[src/rtl/counter_pkg.sv]
// Shared constants and helpers for the parametrised up/down counter family.
package counter_pkg;

    localparam int CNT_WRAP = 0;
    localparam int CNT_SAT  = 1;

    // Loads above the terminal value are pinned to the terminal value.
    function automatic logic [31:0] clamp_load(input logic [31:0] val, input logic [31:0] max);
        return (val > max) ? max : val;
    endfunction

endpackage

[src/rtl/counter_prescaler.sv]
// Rate divider: emits a one-cycle tick on every PRESCALE-th enabled clock.
module counter_prescaler #(
    parameter int PRESCALE = 2
) (
    input  logic i_clk,
    input  logic i_rst_n,
    input  logic i_enable,
    input  logic i_sync_clr,
    output logic o_tick
);

    localparam int            PW   = (PRESCALE > 1) ? $clog2(PRESCALE) : 1;
    localparam logic [PW-1:0] LAST = PW'(PRESCALE - 1);

    logic [PW-1:0] r_pre;

    assign o_tick = i_enable & (r_pre == LAST);

    // Disabled clocks freeze the phase rather than resetting it.
    always_ff @(posedge i_clk or negedge i_rst_n) begin
        if (!i_rst_n) begin
            r_pre <= '0;
        end else if (i_sync_clr) begin
            r_pre <= '0;
        end else if (i_enable) begin
            r_pre <= (r_pre == LAST) ? '0 : r_pre + PW'(1);
        end
    end

endmodule

[src/rtl/param_updown_counter.sv]
// General-purpose up/down event counter with modulo limit, wrap/saturate,
// clear, clamped load, optional prescaler and registered event flags.
module param_updown_counter
    import counter_pkg::*;
#(
    parameter int     WIDTH    = 4,
    parameter longint MAX_VAL  = (longint'(1) << WIDTH) - 1,
    parameter int     SATURATE = CNT_WRAP,
    parameter int     PRESCALE = 1
) (
    input  logic             i_clk,
    input  logic             i_rst_n,
    input  logic             i_enable,
    input  logic             i_up_dn,
    input  logic             i_clear,
    input  logic             i_load,
    input  logic [WIDTH-1:0] i_load_val,
    output logic [WIDTH-1:0] o_count,
    output logic             o_tc,
    output logic             o_wrap,
    output logic             o_at_limit
);

    generate
        if (WIDTH < 2 || WIDTH > 32) begin : g_bad_width
            $error("param_updown_counter: WIDTH must be 2..32");
        end
        if (MAX_VAL < 0 || MAX_VAL >= (longint'(1) << WIDTH)) begin : g_bad_max
            $error("param_updown_counter: MAX_VAL must fit in WIDTH bits");
        end
        if (PRESCALE < 1 || PRESCALE > 65535) begin : g_bad_prescale
            $error("param_updown_counter: PRESCALE must be 1..65535");
        end
    endgenerate

    localparam logic [WIDTH-1:0] MAX_W = WIDTH'(MAX_VAL);

    logic             r_run;
    logic [WIDTH-1:0] r_count;
    logic             r_wrap;
    logic             r_at_limit;

    logic             w_enable;
    logic             w_clear;
    logic             w_load;
    logic             w_step;
    logic             w_at_term;
    logic [WIDTH-1:0] w_load_val;
    logic [WIDTH-1:0] w_count_next;
    logic             w_wrap_next;

    // r_run holds the counter idle for the first edge after reset release.
    assign w_enable   = i_enable & r_run;
    assign w_clear    = i_clear & r_run;
    assign w_load     = i_load & r_run;
    assign w_load_val = WIDTH'(clamp_load(32'(i_load_val), 32'(MAX_W)));
    assign w_at_term  = i_up_dn ? (r_count == MAX_W) : (r_count == '0);

    generate
        if (PRESCALE > 1) begin : g_prescale
            counter_prescaler #(
                .PRESCALE (PRESCALE)
            ) u_prescaler (
                .i_clk      (i_clk),
                .i_rst_n    (i_rst_n),
                .i_enable   (w_enable),
                .i_sync_clr (w_clear | w_load),
                .o_tick     (w_step)
            );
        end else begin : g_no_prescale
            assign w_step = w_enable;
        end
    endgenerate

    always_comb begin
        w_count_next = r_count;
        w_wrap_next  = 1'b0;
        if (w_clear) begin
            w_count_next = '0;
        end else if (w_load) begin
            w_count_next = w_load_val;
        end else if (w_step) begin
            if (w_at_term) begin
                w_wrap_next = 1'b1;
                if (SATURATE != CNT_SAT) begin
                    w_count_next = i_up_dn ? '0 : MAX_W;
                end
            end else begin
                w_count_next = i_up_dn ? r_count + WIDTH'(1) : r_count - WIDTH'(1);
            end
        end
    end

    always_ff @(posedge i_clk or negedge i_rst_n) begin
        if (!i_rst_n) begin
            r_run      <= 1'b0;
            r_count    <= '0;
            r_wrap     <= 1'b0;
            r_at_limit <= 1'b1;
        end else begin
            r_run      <= 1'b1;
            r_count    <= w_count_next;
            r_wrap     <= w_wrap_next;
            r_at_limit <= (w_count_next == MAX_W) || (w_count_next == '0);
        end
    end

    assign o_count    = r_count;
    assign o_tc       = w_step & w_at_term;
    assign o_wrap     = r_wrap;
    assign o_at_limit = r_at_limit;

endmodule
[config.mk]
export PLATFORM = sky130hd
export DESIGN_NAME = param_updown_counter
export DESIGN_NICKNAME = d
export VERILOG_FILES = /design/src/rtl/counter_pkg.sv /design/src/rtl/counter_prescaler.sv /design/src/rtl/param_updown_counter.sv
export SDC_FILE = /design/constraint.sdc
export NUM_CORES = 1
export LEC_CHECK = 0
export CORE_MARGIN = 2
export CORE_UTILIZATION = 40
export CTS_CLUSTER_DIAMETER = 50
export CTS_CLUSTER_SIZE = 16
export DETAILED_ROUTE_END_ITERATION = 16
export GPL_ROUTABILITY_DRIVEN = 0
export PLACE_DENSITY = 0.69
export SETUP_SLACK_MARGIN = 0.3
export SYNTH_ARGS = -nofsm -noshare
export SYNTH_HDL_FRONTEND = slang
export SYNTH_SLANG_ARGS = --single-unit
[constraint.sdc]
create_clock -name i_clk -period 3.2 [get_ports i_clk]
set_clock_uncertainty 0.15 [all_clocks]
set_input_delay 0.32 -clock i_clk [delete_from_list [all_inputs] [get_ports i_clk]]
set_output_delay 0.32 -clock i_clk [all_outputs]
set_load 0.03 [all_outputs]
==> results.py, run 1 <==
metrics = {
    "power_and_ir_drop": {
        "vdd_ir_drop_max_mv": 0.2410,
        "power_density_mw_per_mm2": 426.6,
        "total_leakage_power_nw": 0.3014,
        "finalPower_uw": 327.8,
    },
    "timing": {
        "fin_crit_ns": 2.590,
        "fmax_mhz": 386.2,
        "fin_setup_tns_ns": 0,
        "setup_slack_ns": 0.6103,
        "setup_viol": 0,
        "fin_crit_sh_pct": 80.93,
        "rsz0062_at_grt": "false",
        "hold_viol": 0,
        "slew_headroom_pct": 66.30,
        "final_max_slew_viol_count": 0,
        "worstMarginPinSlew_ns": 0.5054,
    },
    "floorplanning": {
        "io_pins": 17,
        "start_util_pct": 43.81,
        "die_area_mm2": 0.001783,
        "die_w_um": 42.22,
        "num_rows": 13,
        "core_area_mm2": 0.001334,
        "die_h_um": 42.22,
    },
    "global_routing": {
        "grt.overflow.total": 0,
        "grt_pass1_vias": 493,
        "grt.total_usage_pct": 15.41,
        "antenna_found_initial": 0,
        "grt_pass1_wl_um": 2132,
        "grt_max_degree": 13,
    },
    "logic_synthesis": {
        "synth_seq_cells": 7,
        "ys_seq_area_share_pct": 30.19,
        "avgSynthCellArea_um2": 9.424,
        "yosys_warnings": 0,
        "syn-cell-area_um2": 584.3,
        "syn_nets": 75,
        "netlist_instances": 62,
        "synthDistinctLibCells": 38,
    },
    "clocking": {
        "ctsResizeCount": 0,
        "clock_path_buffers": 2,
        "path_clk_slew_ns": 0.05,
        "cts_setup_buffers": 0,
        "htreeDepth": 1,
        "cts_tree": "yes",
        "cts_inserted_buffers": 3,
        "clockRootBuffer": "clkbuf_4",
        "clock_latency_ns": 0.24,
        "hold_buffers": 0,
        "cts_sinks": 7,
    },
    "worst_setup_path": {
        "path_buf_inv": 2,
        "crit_chain": "clkdlybuf4s50_1, nand3_1, nor2_1, a21oi_1, nor2_1, clkdlybuf4s50_1",
        "cp.arrival_ns": 2.12,
        "crit_path_start_kind": "primary input",
        "crit_slowest_cell": "clkdlybuf4s50_1",
        "crit_fanout": 7,
        "critPathMaxStageDelay_ns": 0.69,
        "cp-end-kind": "output pin",
        "crit_type": "in2out",
        "cp.required_ns": 2.73,
        "cpLargestDelayFamily": "buffers and inverters",
    },
    "finish": {
        "post-route-util_pct": 57.60,
        "fillers": 127,
        "fin_cells": 95,
        "area_growth_syn_to_layout_pct": 31.48,
        "fin_nets": 94,
        "drive_above_1_share_pct": 13.75,
        "register_area_um2": 176.4,
        "antennaDiodeCount": 0,
        "multi_input_area_um2": 371.6,
    },
    "drt": {
        "wirelength_um": 1264,
        "drt_iter0_drc": 25,
        "ant_nets": 0,
        "routedWlPerCell_um": 13.31,
        "via_per_inst": 5.547,
        "via_count": 527,
        "drtPass1Iterations": 4,
        "drc": 0,
    },
    "job": {
        "cap_violations": 0,
    },
    "place": {
        "io_buffers": 16,
        "dpl_worst_slack_ns": 0.6036,
        "dp.cells": 91,
        "dp_hpwl_um": 981.4,
    },
    "worst_hold_path": {
        "worst_hold_path_type": "in2async",
    },
    "run_status": {
        "outcome": "finished, final reports clean",
    },
}
## cells in the final DEF, fill, tap and decap left out, drive strengths merged
cell / n
nor2b: 2
nand2b: 1
dfstp: 1
a211o: 1
o21ai: 4
xnor2: 1
inv: 4
and2b: 1
nand4b: 1
a222oi: 1
or4b: 1
o31a: 2
a22oi: 1
a211oi: 1
nand4: 1
and2: 2
nor3: 3
conb: 1
clkdlybuf4s50: 16
nand2: 3
o31ai: 2
dfrtp: 6
ha: 2
and3: 1
fa: 1
nor3b: 1
a21o: 1
nor2: 3
clkbuf: 4
mux2i: 1
nand3: 2
a221oi: 1
o22ai: 1
a21oi: 5
o21bai: 1
## routing by layer
| layer | global-route usage [%] | part of all wire [%] | wire length, um | vias to the layer above |
|---|---|---|---|---|
| met1 | 21.01 | 47 | 593 | 242 |
| met5 | 0 | 0 | 0 | - |
| met4 | 5.625 | 0.47 | 6 | 0 |
| li1 | - | - | - | 265 |
| met2 | 23.69 | 46 | 583 | 18 |
| met3 | 3.448 | 6.3 | 80 | 2 |
## final cells by class
| type | count | area share [%] |
|---|---|---|
| repair buffers | 16 | 20.85 |
| clock buffers | 4 | 3.420 |
| well taps | 15 | 2.443 |
| inverters | 4 | 1.954 |
| flip-flops and latches | 7 | 22.96 |
| multi-input cells | 49 | 48.37 |
## synthesized netlist by cell type
cell / n / area, um^2
a211o_1: 1 / 8.760
a211oi_1: 1 / 7.510
a21o_2: 1 / 8.760
a21oi_1: 5 / 25.02
a221oi_1: 1 / 8.760
a222oi_1: 1 / 10.01
a22oi_1: 1 / 7.510
and2_1: 2 / 12.51
and2b_2: 1 / 8.760
and3_2: 1 / 7.510
buf_4: 1 / 7.510
clkbuf_8: 1 / 13.76
conb_1: 1 / 3.750
dfrtp_1: 6 / 150.1
dfstp_2: 1 / 26.28
fa_1: 1 / 20.02
ha_1: 2 / 25.02
inv_1: 4 / 15.01
mux2i_1: 1 / 10.01
nand2_1: 3 / 11.26
nand2b_4: 1 / 13.76
nand3_1: 2 / 10.01
nand4_1: 1 / 6.260
nand4b_1: 1 / 8.760
nor2_1: 3 / 11.26
nor2b_1: 2 / 12.51
nor3_1: 2 / 10.01
nor3_4: 1 / 16.27
nor3b_1: 1 / 7.510
o21ai_0: 4 / 20.02
o21bai_1: 1 / 7.510
o22ai_1: 1 / 6.260
o31a_1: 1 / 8.760
o31a_2: 1 / 10.01
o31ai_1: 1 / 7.510
o31ai_4: 1 / 21.27
or4b_1: 1 / 10.01
xnor2_1: 1 / 8.760
## final timing paths
path                            start  cells after the start  slack (ns)    endpoint
setup / recovery              i_up_dn                      6        0.61        o_tc
hold reg to reg            o_count[3]                      2        0.54  o_count[3]
min in group i_clk         o_count[3]                      2        0.54  o_count[3]
hold / removal                i_rst_n                      1        0.17      o_wrap
setup reg to reg           o_count[0]                      6        0.93  o_at_limit
max in group asynchronous     i_rst_n                      1        2.46  o_at_limit
## report_power, final
| part | total [mW] | leakage [nW] | internal (mW) | switching (mW) |
|---|---|---|---|---|
| registers | 0.117 | 0.0868 | 0.101 | 0.0160 |
| clock network | 0.0747 | 0.0150 | 0.0473 | 0.0274 |
| logic | 0.136 | 0.200 | 0.0642 | 0.0715 |
| total | 0.328 | 0.301 | 0.213 | 0.115 |
## state kept, by name, indices dropped and copies added (netlist names)
signal and flops:
o_at_limit 1, o_count 4, o_wrap 1, r_run 1
## cell families (layout without fill, tap and decap cells)
group | Yosys count | in the layout | synth area share, %
buf+inv | 6 | 24 | 6.209
flops | 7 | 7 | 30.19
fa+ha+maj | 3 | 3 | 7.708
xor+xnor | 1 | 1 | 1.499
simple gates | 22 | 22 | 25.06
mux | 1 | 1 | 1.713
other cells | 1 | 1 | 0.6418
compound gates | 21 | 21 | 26.98
## stage by stage
| stage | instance area, um^2 | hold WS [ns] |
|---|---|---|
| floorplan | 584.3 | -0.1256 |
| global route | 768.2 | 0.2030 |
| CTS | 768.2 | 0.1815 |
| finish | 768.2 | 0.1714 |
| detailed placement | 742.0 | 0.4395 |
| global placement | 742.0 | 0.4375 |
Power figures use the tool's default switching activity.
==> run 2, diff against run 1 <==
==> constraint.sdc (replaced) <==
create_clock -name i_clk -period 2.5 [get_ports i_clk]
set_clock_uncertainty 0.15 [all_clocks]
set_input_delay 0.25 -clock i_clk [delete_from_list [all_inputs] [get_ports i_clk]]
set_output_delay 0.25 -clock i_clk [all_outputs]
set_load 0.03 [all_outputs]
==> run 2 against run 1 <==
Sequential power up 27%; clock power increased by 26%; die area unchanged; cell count rose by 4.2%; non-clock buffer count rose by 4; first-iteration DRC count down 72%; register-to-register slack worse by 0.51 ns.
==> results.py, run 2 (synthesis results as in run 1) <==
metrics = {
    "worst_setup_path": {
        "crit_type": "reg2reg",
        "crit_chain": "inv_1, fa_1, o21bai_1, a222oi_1, buf_4, nand4_1, mux2i_1",
        "critPathMaxStageDelay_ns": 0.44,
        "reg2reg_from": "o_count[1]",
        "crit_slowest_cell": "dfrtp_2",
        "cp-end-kind": "register",
        "crit_fanout": 5,
        "cp.required_ns": 2.51,
        "cpLargestDelayFamily": "compound AO/OA/AOI/OAI gates",
        "path_buf_inv": 2,
        "cp.arrival_ns": 2.09,
        "crit_path_start_kind": "register",
        "crit_start": "o_count[1]",
    },
    "clocking": {
        "clockRootBuffer": "clkbuf_4",
        "cts_inserted_buffers": 3,
        "cts_tree": "yes",
        "clock_path_buffers": 2,
        "clock_latency_ns": 0.24,
        "cts_sinks": 7,
        "hold_buffers": 0,
        "path_clk_slew_ns": 0.05,
        "htreeDepth": 1,
    },
    "place": {
        "dpl_worst_slack_ns": -0.01787,
        "dp_hpwl_um": 1054,
        "io_buffers": 16,
    },
    "finish": {
        "fillers": 123,
        "antennaDiodeCount": 0,
        "final_common_cell": "clkdlybuf4s50_1",
        "area_growth_syn_to_layout_pct": 37.26,
        "post-route-util_pct": 60.13,
        "fin_nets": 98,
        "drive_above_1_share_pct": 21.43,
        "largest_reg_flops": 4,
    },
    "timing": {
        "setup_viol": 0,
        "fin_crit_sh_pct": 83.04,
        "rsz0062_at_grt": "false",
        "setup_slack_ns": 0.4240,
        "fmax_mhz": 481.7,
        "fin_crit_ns": 2.076,
        "final_max_slew_viol_count": 0,
        "hold_viol": 0,
    },
    "drt": {
        "drt_iter0_drc": 7,
        "drtPass1Iterations": 4,
        "drc": 0,
        "ant_nets": 0,
        "wirelength_um": 1304,
        "via_per_inst": 5.727,
        "via_count": 567,
        "routedWlPerCell_um": 13.17,
    },
    "floorplanning": {
        "io_pins": 17,
        "num_rows": 13,
        "start_util_pct": 43.81,
        "die_h_um": 42.22,
        "die_w_um": 42.22,
        "die_area_mm2": 0.001783,
        "core_area_mm2": 0.001334,
    },
    "global_routing": {
        "grt.overflow.total": 0,
        "grt_max_degree": 13,
        "grt.total_usage_pct": 15.95,
        "antenna_found_initial": 0,
        "grt_pass1_vias": 538,
        "grt_pass1_wl_um": 2214,
    },
    "power_and_ir_drop": {
        "total_leakage_power_nw": 0.3246,
        "power_density_mw_per_mm2": 535.3,
        "vdd_ir_drop_max_mv": 0.3163,
    },
    "run_status": {
        "outcome": "finished, final reports clean",
    },
    "job": {
        "cap_violations": 0,
    },
    "worst_hold_path": {
        "worst_hold_path_type": "in2async",
    },
}
-- run 2: cell count changes in the layout (fill, tap and decap cells not counted), sizes merged --
cell and change:
dlygate4sd2 +2, buf +4, clkdlybuf4s50 -2
-- run 2: metrics by stage --
step	power, mW	cell area (um^2)	setup TNS [ns]	cells	hold WS (ns)
final	0.4293	802.0	0	99	0.1097
after global routing	0.4696	802.0	0	99	0.1158
after CTS	0.4295	792.0	0	98	0.1174
after detailed placement	0.3317	764.5	-0.01787	94	0.3702
after global placement	0.3300	764.5	0	94	0.3721
after floorplan	0.2624	584.3	0	62	-0.1956
-- run 2: final timing paths --
path,end,slack [ns],cells after the start
hold reg to reg,o_count[3],0.55,2
hold / removal,o_count[3],0.11,1
min in group i_clk,o_count[3],0.55,2
setup reg to reg,o_at_limit,0.42,7
setup / recovery,o_at_limit,0.42,7
max in group asynchronous,o_at_limit,1.81,1
-- run 2: final cells by class --
| cell class | count | area, um^2 | share of cell area, % |
|---|---|---|---|
| multi-input cells | 49 | 375.4 | 46.80 |
| flip-flops and latches | 7 | 178.9 | 22.31 |
| well taps | 15 | 18.77 | 2.340 |
| inverters | 4 | 15.01 | 1.872 |
| repair buffers | 20 | 187.7 | 23.40 |
| clock buffers | 4 | 26.28 | 3.276 |
-- run 2: routing by layer --
metal  up-vias  track usage [%]  part of all wire [%]  routed length, um
met3         0            3.879                   6.4                 84
met2        22            26.77                    50                657
met5         -                0                     0                  0
met1       269            19.73                    43                562
li1        276                -                     -                  -
met4         0            5.625                     0                  0
-- run 2: repair_timing --
action,CTS,global route
setup buffers,0,1
setup endpoints to repair,2,1
resized for setup,3,2
cloned,0,0
endpoints found under the hold margin,0,0
-- run 2: worst register-to-register path: stages (launching register included) --
cell and delay, ns:
dfrtp_2 0.44, inv_1 0.10, fa_1 0.40, o21bai_1 0.17, a222oi_1 0.32, buf_4 0.18, nand4_1 0.09, mux2i_1 0.16
-- run 2: report_power, final --
group | switching, mW | internal (mW)
Clock | 0.0340 | 0.0604
Sequential | 0.0180 | 0.131
Combinational | 0.0972 | 0.0892
Total | 0.149 | 0.280
==> edit: new RTL, config.mk and constraints of run 1 <==
Change the parameter `WIDTH` from 4 to 5.
--- a/src/rtl/param_updown_counter.sv
+++ b/src/rtl/param_updown_counter.sv
@@ -3,7 +3,7 @@
 module param_updown_counter
     import counter_pkg::*;
 #(
-    parameter int     WIDTH    = 4,
+    parameter int     WIDTH    = 5,
     parameter longint MAX_VAL  = (longint'(1) << WIDTH) - 1,
     parameter int     SATURATE = CNT_WRAP,
     parameter int     PRESCALE = 1
Interface: changed (resized i_load_val and o_count); port bits go from 17 to 19. The function was not compared with the original's and may differ.
==> edit against run 1 <==
- sequential share of layout area is 1.2 points higher
- clock power is 3.3% higher
- combinational power is 71% higher
- sequential cell count is 1 higher
- die area is 3.3% higher
- hold slack better by 0.019 ns
- worst setup slack worse by 0.024 ns
- wire length is 12% higher
- fmax is 0.93% lower
- final area is 8.6% higher
- area after synthesis is 3.6% higher
- utilization is 0.20 points lower
- total power is 41% higher
- critical endpoint unchanged
- largest cell class unchanged
==> edit: results (changes against run 1) <==
stage	metric	value	unit	change
placed_design	total of buffers placed on input and output ports	18		+2
global_route	routing usage on met3	0.03830		+0.003815
route	via-per-instance ratio	5.352		-3.5%
route	total met2 wirelength after detailed routing	706	microns	+21%
route	total length of routed wires	1410	microns	+12%
placed_design	placed wire-length estimate after detailed placement	1113	microns	+13%
synth	library cells used by synthesis	30		-21%
global_route	met1 routing resource usage after global routing	0.2097		-0.0004290
global_route	first-pass GRT wire length	2380	microns	+12%
final_layout	max FFs per register	5		+1
placed_design	dpl cells	104		+14%
synth	proportion of synthesized chip area in sequential cells	0.3326		+0.03072
route	uppermost metal layer occupied by signal nets	met3		
critical_path	Top delay family on crit path	simple AND/OR/NAND/NOR gates		
power_and_ir_drop	Max rail drop VDD	0.3084	mV	+28%
synth	top cells by instance count after synthesis	dfrtp_1 (7), a21oi_1 (6), o21ai_0 (6)		
route	met3 routed WL	90	microns	+13%
synth	syn_area_per_cell	8.529	sq um	-9.5%
route	Met1 Routed Length	613	microns	+3.4%
clocking	post-CTS sizing	2		+2
clocking	H-tree level count	1		unchanged
global_route	maximum number of pins on one net before global-route repair	14		+1
critical_path	Slowest cell on crit path	or4_1		
clocking	setup fix buffers added after clock tree synthesis	0		unchanged
power_and_ir_drop	static leakage	0.0003674	uW	+22%
critical_path	endpoint arrival time on the critical path	2.14	ns	+0.02 ns
global_route	vias in the first global route	565		+15%
global_route	global-route track usage on met2	0.3000		+0.06308
synth	cell types with the largest area share after synthesis	dfrtp_1 (29%), ha_1 (6.2%), a22o_1 (5.8%)		
synth	total nets after synthesis	86		+15%
status	run status	finished clean		
final_layout	layout cells sized above 1	0.08696		-0.05054
route	DR iter-0 viols	5		-80%
route	routed len/inst	13.06	microns	-1.9%
critical_path	slowest cell delay on critical path	0.55	ns	-0.14 ns
global_route	total routing resource utilization after global routing	0.1704		+0.01631
final_layout	net count reported at finish	108		+15%
edit: cell types whose count changed after synthesis, sizes merged, moves of 2 or more:
cell   change
a22o       +4
o21ai      +4
xor2       +2
or4        +2
nor2b      +3
o31a       -2
nand3      -2
o31ai      -2
edit: path summary, 6_finish.rpt:
check                            from    endpoint  slack (ns)  cells past startpoint
max                        o_count[2]        o_tc        0.59                      5
min                           i_rst_n  o_count[2]        0.19                      1
max reg2reg                o_count[0]  o_at_limit        0.84                      7
min reg2reg                o_count[0]  o_count[0]        0.64                      2
max in group asynchronous     i_rst_n  o_at_limit        2.42                      1
min in group i_clk         o_count[0]  o_count[0]        0.64                      2
edit: metrics by stage:
stage / hold slack (ns) / utilization / setup slack [ns] / cell area (sq um)
2_1_floorplan: -0.1256 / - / 0.7900 / 605.6
3_3_place_gp: 0.4593 / 0.5534 / 0.2866 / 804.5
3_5_place_dp: 0.4575 / 0.5534 / 0.2608 / 804.5
4_1_cts: 0.1929 / 0.5740 / 0.5747 / 834.6
5_1_grt: 0.2159 / 0.5740 / 0.4687 / 834.6
6_report: 0.1900 / 0.5740 / 0.5861 / 834.6
edit: layout make-up:
type	count	area share
inverter	5	0.02249
sequential	8	0.2414
timing repair buffer	19	0.2234
multi-input combinational	56	0.4573
tap	16	0.02399
clock buffer	4	0.03148
edit: where the power goes:
part,switching [uW],internal [uW],total [uW]
Sequential,26.7,124,151
Clock,29.8,47.4,77.2
Combinational,125,108,233
edit: kinds of logic after synthesis:
| family | count (synthesis) | synth area share |
|---|---|---|
| mux | 1 | 0.01653 |
| flops | 8 | 0.3327 |
| simple gates | 22 | 0.1942 |
| fa+ha+maj | 4 | 0.09505 |
| xor+xnor | 4 | 0.05786 |
| other cells | 1 | 0.006192 |
| buf+inv | 7 | 0.04544 |
| compound gates | 24 | 0.2521 |
